`src/rtl/mvu_pe_popcount_acc.sv`:
```
// Binary popcount-and-accumulate stage of the MVU processing element.
// Define MVU_POPCOUNT_BIPOLAR_EN to emit the signed +/-1 dot product instead of the raw popcount.
module mvu_pe_popcount_acc #(
    parameter int unsigned SIMD = 8,
    parameter int unsigned SF   = 4,
`ifdef MVU_POPCOUNT_BIPOLAR_EN
    localparam int unsigned OUT_W = $clog2(SIMD * SF + 1) + 1
`else
    localparam int unsigned OUT_W = $clog2(SIMD * SF + 1)
`endif
) (
    input  logic             clk,
    input  logic             rst,
    input  logic             en,
    input  logic             in_v,
    input  logic [SIMD-1:0]  in_simd,
    output logic             out_v,
    output logic [OUT_W-1:0] out_acc
);

    localparam int unsigned L     = $clog2(SIMD);
    localparam int unsigned ACC_W = $clog2(SIMD * SF + 1);
    localparam int unsigned TW    = $clog2(SIMD + 1);
    localparam int unsigned FW    = (SF > 1) ? $clog2(SF) : 1;

    // Number of elements at tree level k (level 0 is the registered input beat).
    function automatic int unsigned lvl_n(input int unsigned k);
        return (SIMD + (1 << k) - 1) >> k;
    endfunction

    // Bits that can be non-zero for a node one level above level k.
    function automatic logic [TW-1:0] lmask(input int unsigned k);
        logic [TW-1:0] m;
        for (int unsigned b = 0; b < TW; b++) begin
            m[b] = (b < k + 2);
        end
        return m;
    endfunction

    logic [SIMD-1:0] r0;
    logic            r0_v;

    always_ff @(posedge clk) begin
        if (rst) begin
            r0   <= '0;
            r0_v <= 1'b0;
        end else if (en) begin
            r0   <= in_simd;
            r0_v <= in_v;
        end
    end

    logic [TW-1:0] tree_out;
    logic          tree_v;

    generate
        if (L == 0) begin : g_notree
            assign tree_out = TW'(r0);
            assign tree_v   = r0_v;
        end else begin : g_tree
            logic [TW-1:0] lv [L][SIMD];
            logic [L-1:0]  lvv;

            // Node i of level k+1: sum of elements 2i and 2i+1 of level k, the
            // lone odd element simply passing through.
            function automatic logic [TW-1:0] node(input int unsigned k, input int unsigned i);
                logic [TW-1:0] s;
                s = '0;
                for (int unsigned j = 0; j < SIMD; j++) begin
                    if ((j >> 1) == i && j < lvl_n(k)) begin
                        if (k == 0)
                            s = s + TW'(r0[j]);
                        else
                            s = s + lv[(k == 0) ? 0 : k - 1][j];
                    end
                end
                return s & lmask(k);
            endfunction

            always_ff @(posedge clk) begin
                if (rst) begin
                    lvv <= '0;
                    for (int unsigned k = 0; k < L; k++) begin
                        for (int unsigned i = 0; i < SIMD; i++) begin
                            lv[k][i] <= '0;
                        end
                    end
                end else if (en) begin
                    for (int unsigned k = 0; k < L; k++) begin
                        lvv[k] <= (k == 0) ? r0_v : lvv[(k == 0) ? 0 : k - 1];
                        for (int unsigned i = 0; i < SIMD; i++) begin
                            lv[k][i] <= node(k, i);
                        end
                    end
                end
            end

            assign tree_out = lv[L-1][0];
            assign tree_v   = lvv[L-1];
        end
    endgenerate

    logic [ACC_W-1:0] acc;
    logic [ACC_W-1:0] tree_ext;
    logic [ACC_W-1:0] sum;
    logic [FW-1:0]    fcnt;

    assign tree_ext = ACC_W'(tree_out);

    // A fold's first beat loads rather than adds, so back-to-back folds need no clear cycle.
    always_comb begin
        sum = (fcnt == '0) ? tree_ext : acc + tree_ext;
    end

    always_ff @(posedge clk) begin
        if (rst) begin
            fcnt    <= '0;
            acc     <= '0;
            out_v   <= 1'b0;
            out_acc <= '0;
        end else if (en) begin
            out_v <= 1'b0;
            if (tree_v) begin
                acc <= sum;
                if (fcnt == FW'(SF - 1)) begin
                    fcnt  <= '0;
                    out_v <= 1'b1;
`ifdef MVU_POPCOUNT_BIPOLAR_EN
                    out_acc <= OUT_W'({sum, 1'b0}) - OUT_W'(SIMD * SF);
`else
                    out_acc <= sum;
`endif
                end else begin
                    fcnt <= fcnt + 1'b1;
                end
            end
        end
    end

endmodule
```
`config.mk`:
```
export PLATFORM = sky130hd
export DESIGN_NAME = mvu_pe_popcount_acc
export DESIGN_NICKNAME = d
export VERILOG_FILES = /design/src/rtl/mvu_pe_popcount_acc.sv
export SDC_FILE = /design/constraint.sdc
export NUM_CORES = 1
export LEC_CHECK = 0
export CORE_MARGIN = 3
export CORE_UTILIZATION = 35
export CTS_CLUSTER_SIZE = 8
export DETAILED_ROUTE_END_ITERATION = 8
export DONT_BUFFER_PORTS = 1
export HOLD_SLACK_MARGIN = 0.06
export PLACE_DENSITY = 0.52
export SLEW_MARGIN = 20
export SYNTH_ARGS = -nofsm -noshare
export SYNTH_HDL_FRONTEND = slang
export SYNTH_SLANG_ARGS = --single-unit
```
`constraint.sdc`:
```
create_clock -name clk -period 2.1 [get_ports clk]
set_clock_uncertainty 0.1 [all_clocks]
set_input_delay 0.315 -clock clk [delete_from_list [all_inputs] [get_ports clk]]
set_output_delay 0.315 -clock clk [all_outputs]
set_load 0.01 [all_outputs]
```
==> flow_summary.ini, run 1 <==
[cts]
clockRootBuffer = clkbuf_8
clock_sinks = 45
cts_tree = done
cts_buffers = 5
hold_buffers = 7
cts_resized = 0
cts_buffer_depth = 2
post-cts-setup-buffers = 0
clock_latency_ps = 300
clk_pin_slew_ps = 90
htreeDepth = 2

[detailed_routing]
wl_per_cell_um = 13.2
drt-total-wl_mm = 3.62
drc = 0
num_vias = 1359
drtAntennaViolNets = 0
first_pass_iters = 4
via_per_inst = 4.94
drt-initial-drc-count = 51

[logic_synthesis]
ys_types = 37
synth_top_area_cell = dfxtp_1
ys_ff_latch = 45
synth_cells = 197
yosys-top-cells-area = dfxtp_1 (25%), edfxtp_1 (25%), ha_1 (8.7%)
netlist_area_um2 = 2150
yosys_warnings = 0
yosysSeqAreaShare_pct = 50.2
synth.most_common_cell = dfxtp_1
synthFlopType = dfxtp_1
synthArstFlopShare_pct = 0
synthesis.nets = 228
yosysTopAreaCellShare_pct = 25.1
avgSynthCellArea_um2 = 10.9
netlist_top_cells_count = dfxtp_1 (27), nor2_1 (22), edfxtp_1 (18)
synth_edf_count = 18

[worst_setup_path]
cp.arrival_ps = 2010
critPathCaptureType = register
cpPeakStageDelay_ps = 380
slowest_stage = fa_1
ff2ff_setup_slack_ps = 190
crit_fanout = 3
setup.worst_path.start_class = register
path_depth = 7
rr_worst_depth = 7
cp_num_buf_inv = 1
cp_top_family = adder cells
path_cells = ha_1 -> inv_1 -> fa_1 -> nor2b_1 -> o21ai_1 -> and2_1 -> a311o_1
r2r-start = g_tree.lv[0][29]
critPathRequiredTime_ps = 2190
critPathKind = reg -> reg
timing.rr.end = out_acc[4]

[power]
p_leak_nw = 0.967
peakVddDrop_mv = 0.409
power.density_nw_per_um2 = 712

[floorplanning]
dieHeight_um = 84.5
io_pins = 19
row_count = 27
die_w_um = 84.5
core_area_um2 = 5740
start_util_pct = 37.5
dieArea_um2 = 7130

[sta]
rsz0062_at_grt = no
slew_viol_final = 0
max_freq_ghz = 0.523
hold_violations = 0
finalCritPeriodShare_pct = 91.1
setup_slack_ps = 186
worst_pin_slew_ps = 910
setup_violations = 0
max-slew-margin-rel_pct = 39.2
timing.hold.ws_ps = 78.2
setup_tns_ps = 0
period_needed_ps = 1910

[cells_and_area]
drive_above_1_share_pct = 6.40
area.growth.synth_to_final_pct = 10.5
nNetsFinal = 233
diodes = 0

[hold_path]
hp-class = in -> reg
hold_path_end = g_tree.lvv[2]
hold_depth = 2
hold_path_startpoint = en

[global_routing]
grt_pass1_vias = 1363
grt_pass1_wl_mm = 6.16
grt.overflow.total = 0
antenna_found_initial = 0
grtUsageTotal_pct = 10.8
grt_max_degree = 25

[run_status]
status = complete, no violations

[flow_run]
drv_cap = 0

[place]
dp_hpwl_mm = 2.51
finalWeightedCongestion = 0.840
port_buffers = 0
dp_worst_setup_slack_ps = 199
sequential cells by signal, summed over array words and instances, names as in the netlist:
name and cells:
g_tree.lvv 3, r0_v 1, r0 8, g_tree.lv 18, acc 6, fcnt 2
out_v 1, out_acc 6
stage by stage:
step	utilization [%]	instance area, µm²	power, W	cells
finish	41.5	2380	0.00170	275
global route	41.5	2380	0.00178	275
CTS	41.5	2380	0.00172	275
detailed placement	38.3	2200	0.00107	260
global placement	38.3	2200	0.00106	260
floorplan	-	2150	0.00106	197
cell usage in the layout, fill, tap and decap left out:
cell,instances
a211oi_1,7
a21boi_0,1
a21o_1,2
a21oi_1,10
a221o_1,1
a311o_1,1
and2_1,16
and2_2,1
and2b_1,2
and3_1,3
clkbuf_16,1
clkbuf_8,5
dfxtp_1,27
dlygate4sd3_1,7
edfxtp_1,18
fa_1,4
ha_1,15
inv_1,9
inv_6,2
mux2i_1,15
nand2_1,8
nand2_2,1
nand2b_1,3
nand3_1,3
nand3_2,1
nand3b_1,2
nor2_1,22
nor2b_1,2
nor3_1,4
nor3b_1,2
o211ai_2,1
o21ai_1,1
o311ai_1,1
o31a_1,1
or2_2,1
or4_1,2
xor2_1,1
logic make-up (layout without fill, tap and decap cells):
family                     count (synthesis)  count (layout)  share of synthesized area (%)
DFF                                       45              45                           50.2
adders and majority gates                 19              19                           12.4
buffers and inverters                     18              24                           3.66
AOI/OAI and AO/OA                         26              26                           8.36
and+or+nand+nor                           73              73                           18.0
muxes                                     15              15                           6.97
xor gates and xnor gates                   1               1                          0.407
worst max path at each step:
stage / startpoint / end / slack, ps
2_1_floorplan: g_tree.lv[0][29] / out_acc[4] / 310
3_5_place_dp: g_tree.lv[0][29] / out_acc[4] / 200
4_1_cts: g_tree.lv[0][29] / out_acc[4] / 170
6_report: g_tree.lv[0][29] / out_acc[4] / 190
5_1_grt: g_tree.lv[0][29] / acc[2] / 80
3_3_place_gp: g_tree.lv[0][29] / out_acc[4] / 240
routing by layer:
| layer | track usage, % | wire, µm |
|---|---|---|
| met1 | 13.1 | 1690 |
| met2 | 18.4 | 1790 |
| met3 | 3.04 | 108 |
| met4 | 3.74 | 29 |
| met5 | 0 | 0 |
area by class of cell:
class	count	area (µm²)
multi-input cells	134	995
fillers	555	3360
repair buffers	7	70.1
clock inverters	2	17.5
flip-flops and latches	45	1080
inverters	9	33.8
well taps	72	90.1
clock buffers	6	93.8
power by group:
group | switching [W] | total [W] | leakage (nW) | internal (W)
clock network | 0.000314 | 0.000629 | 0.0573 | 0.000315
logic | 0.0000533 | 0.000105 | 0.491 | 0.0000514
registers | 0.0000176 | 0.000962 | 0.419 | 0.000944
total | 0.000385 | 0.00170 | 0.967 | 0.00131
Note: power is estimated with default switching activity, not from simulation.
==> run 2: changes to the inputs <==
- PLACE_DENSITY: 0.52 -> 0.54
- SKIP_CTS_REPAIR_TIMING: default -> 1
- clock period: 2.1 -> 1.7 ns (I/O delays scaled with it)
==> run 2 against run 1 <==
The run now ends with negative hold slack, negative setup slack left. Highest routed layer unchanged. Critical endpoint unchanged. Fmax increased by 6.2%. Largest cell class is now multi-input combinational cells. Design area increased by 9.7%. Global-route usage increased by 0.47 points. First-iteration DRC count increased by 22%. Critical path type unchanged.
==> flow_summary.ini, run 2 (same netlist as run 1, synthesis figures left out) <==
[run_status]
status = complete, but fails checks
violations = negative hold slack, negative setup slack

[cts]
htreeDepth = 2
clk_pin_slew_ps = 90
clock_latency_ps = 300
clockRootBuffer = clkbuf_8
cts_buffer_depth = 2
clock_sinks = 45
cts_tree = done
cts_buffers = 5

[worst_setup_path]
critPathKind = reg -> reg
path_cells = ha_4 -> inv_1 -> fa_2 -> nor2b_4 -> o21ai_2 -> and2_4 -> a311o_1
critPathCaptureType = register
cpPeakStageDelay_ps = 400
cp.arrival_ps = 1900
crit_fanout = 2
cp_num_buf_inv = 1
setup.worst_path.start_class = register
critPathRequiredTime_ps = 1790
cp_top_family = adder cells
slowest_stage = edfxtp_1

[global_routing]
grt_max_degree = 36
grt_pass1_vias = 1402
grtUsageTotal_pct = 11.3
antenna_found_initial = 0
grt_pass1_wl_mm = 6.49
grt.overflow.total = 0

[floorplanning]
dieArea_um2 = 7130
start_util_pct = 37.5
dieHeight_um = 84.5
row_count = 27
io_pins = 19
core_area_um2 = 5740
die_w_um = 84.5

[cells_and_area]
layout_common_cells = dfxtp_1 (27), nor2_1 (22), edfxtp_1 (18), and2_1 (15), mux2i_1 (15)
drive_above_1_share_pct = 17.1
largest_reg_flops = 18
stdcell_count = 289
area.growth.synth_to_final_pct = 21.2
diodes = 0
mostFrequentLayoutCell = dfxtp_1
nNetsFinal = 247
fillCellCount = 540
reg_top3 = g_tree.lv: 18 flops, r0: 8 flops
fin_util_pct = 45.5
largest-register = g_tree.lv

[detailed_routing]
drc = 0
drt-initial-drc-count = 62
num_vias = 1446
via_per_inst = 5.00
drt-total-wl_mm = 4.01
first_pass_iters = 4
wl_per_cell_um = 13.9
drtAntennaViolNets = 0

[hold_path]
hp-class = in -> reg

[place]
dp_hpwl_mm = 2.69
port_buffers = 0
finalWeightedCongestion = 0.795
placed_cells = 267

[sta]
setup_slack_ps = -103
slew_viol_final = 0
timing.hold.ws_ps = -90.0
rsz0062_at_grt = yes
hold_violations = 11
max_freq_ghz = 0.555
max-slew-margin-rel_pct = 72.3
setup_violations = 5
finalCritPeriodShare_pct = 106
worst_pin_slew_ps = 415
period_needed_ps = 1800

[power]
peakVddDrop_mv = 0.665
power.density_nw_per_um2 = 832
p_leak_nw = 1.06

[flow_run]
drv_cap = 0
[run 2: through the flow]
stage,setup WS (ps),TNS (ps),total power [W],area (µm²)
after floorplan,-45.6,-45.6,0.00131,2160
after global placement,-81.6,-152,0.00132,2260
after detailed placement,-123,-358,0.00132,2260
after CTS,-190,-593,0.00217,2370
after global routing,-155,-749,0.00227,2610
final,-103,-234,0.00217,2610
[run 2: cell type report]
cell class,count,area [µm²],share of cell area (%)
multi-input cells,134,1100,42.1
flip-flops and latches,45,1080,41.4
clock inverters,3,47.5,1.82
clock buffers,5,68.8,2.64
repair buffers,21,190,7.28
well taps,72,90.1,3.45
inverters,9,33.8,1.29
[run 2: worst paths after layout]
| check | startpoint | endpoint | slack (ps) | cells after the start |
|---|---|---|---|---|
| setup / recovery | g_tree.lv[0][29] | out_acc[4] | -100 | 7 |
| hold / removal | rst | out_acc[1] | -90 | 1 |
| setup reg to reg | g_tree.lv[0][29] | out_acc[4] | -100 | 7 |
| hold reg to reg | acc[5] | acc[5] | 380 | 2 |
[run 2: routing by layer]
metal / wire, µm / vias up / share of wire (%) / global-route usage, %
li1: - / 728 / - / -
met2: 1940 / 27 / 48 / 18.6
met4: 48 / 0 / 1.2 / 4.03
met5: 0 / - / 0 / 0
met3: 152 / 6 / 3.8 / 2.94
met1: 1870 / 685 / 47 / 14.3
[run 2: report_power, final]
group	internal (W)	switching [W]
logic	0.0000791	0.0000600
clock network	0.000449	0.000392
registers	0.00117	0.0000258
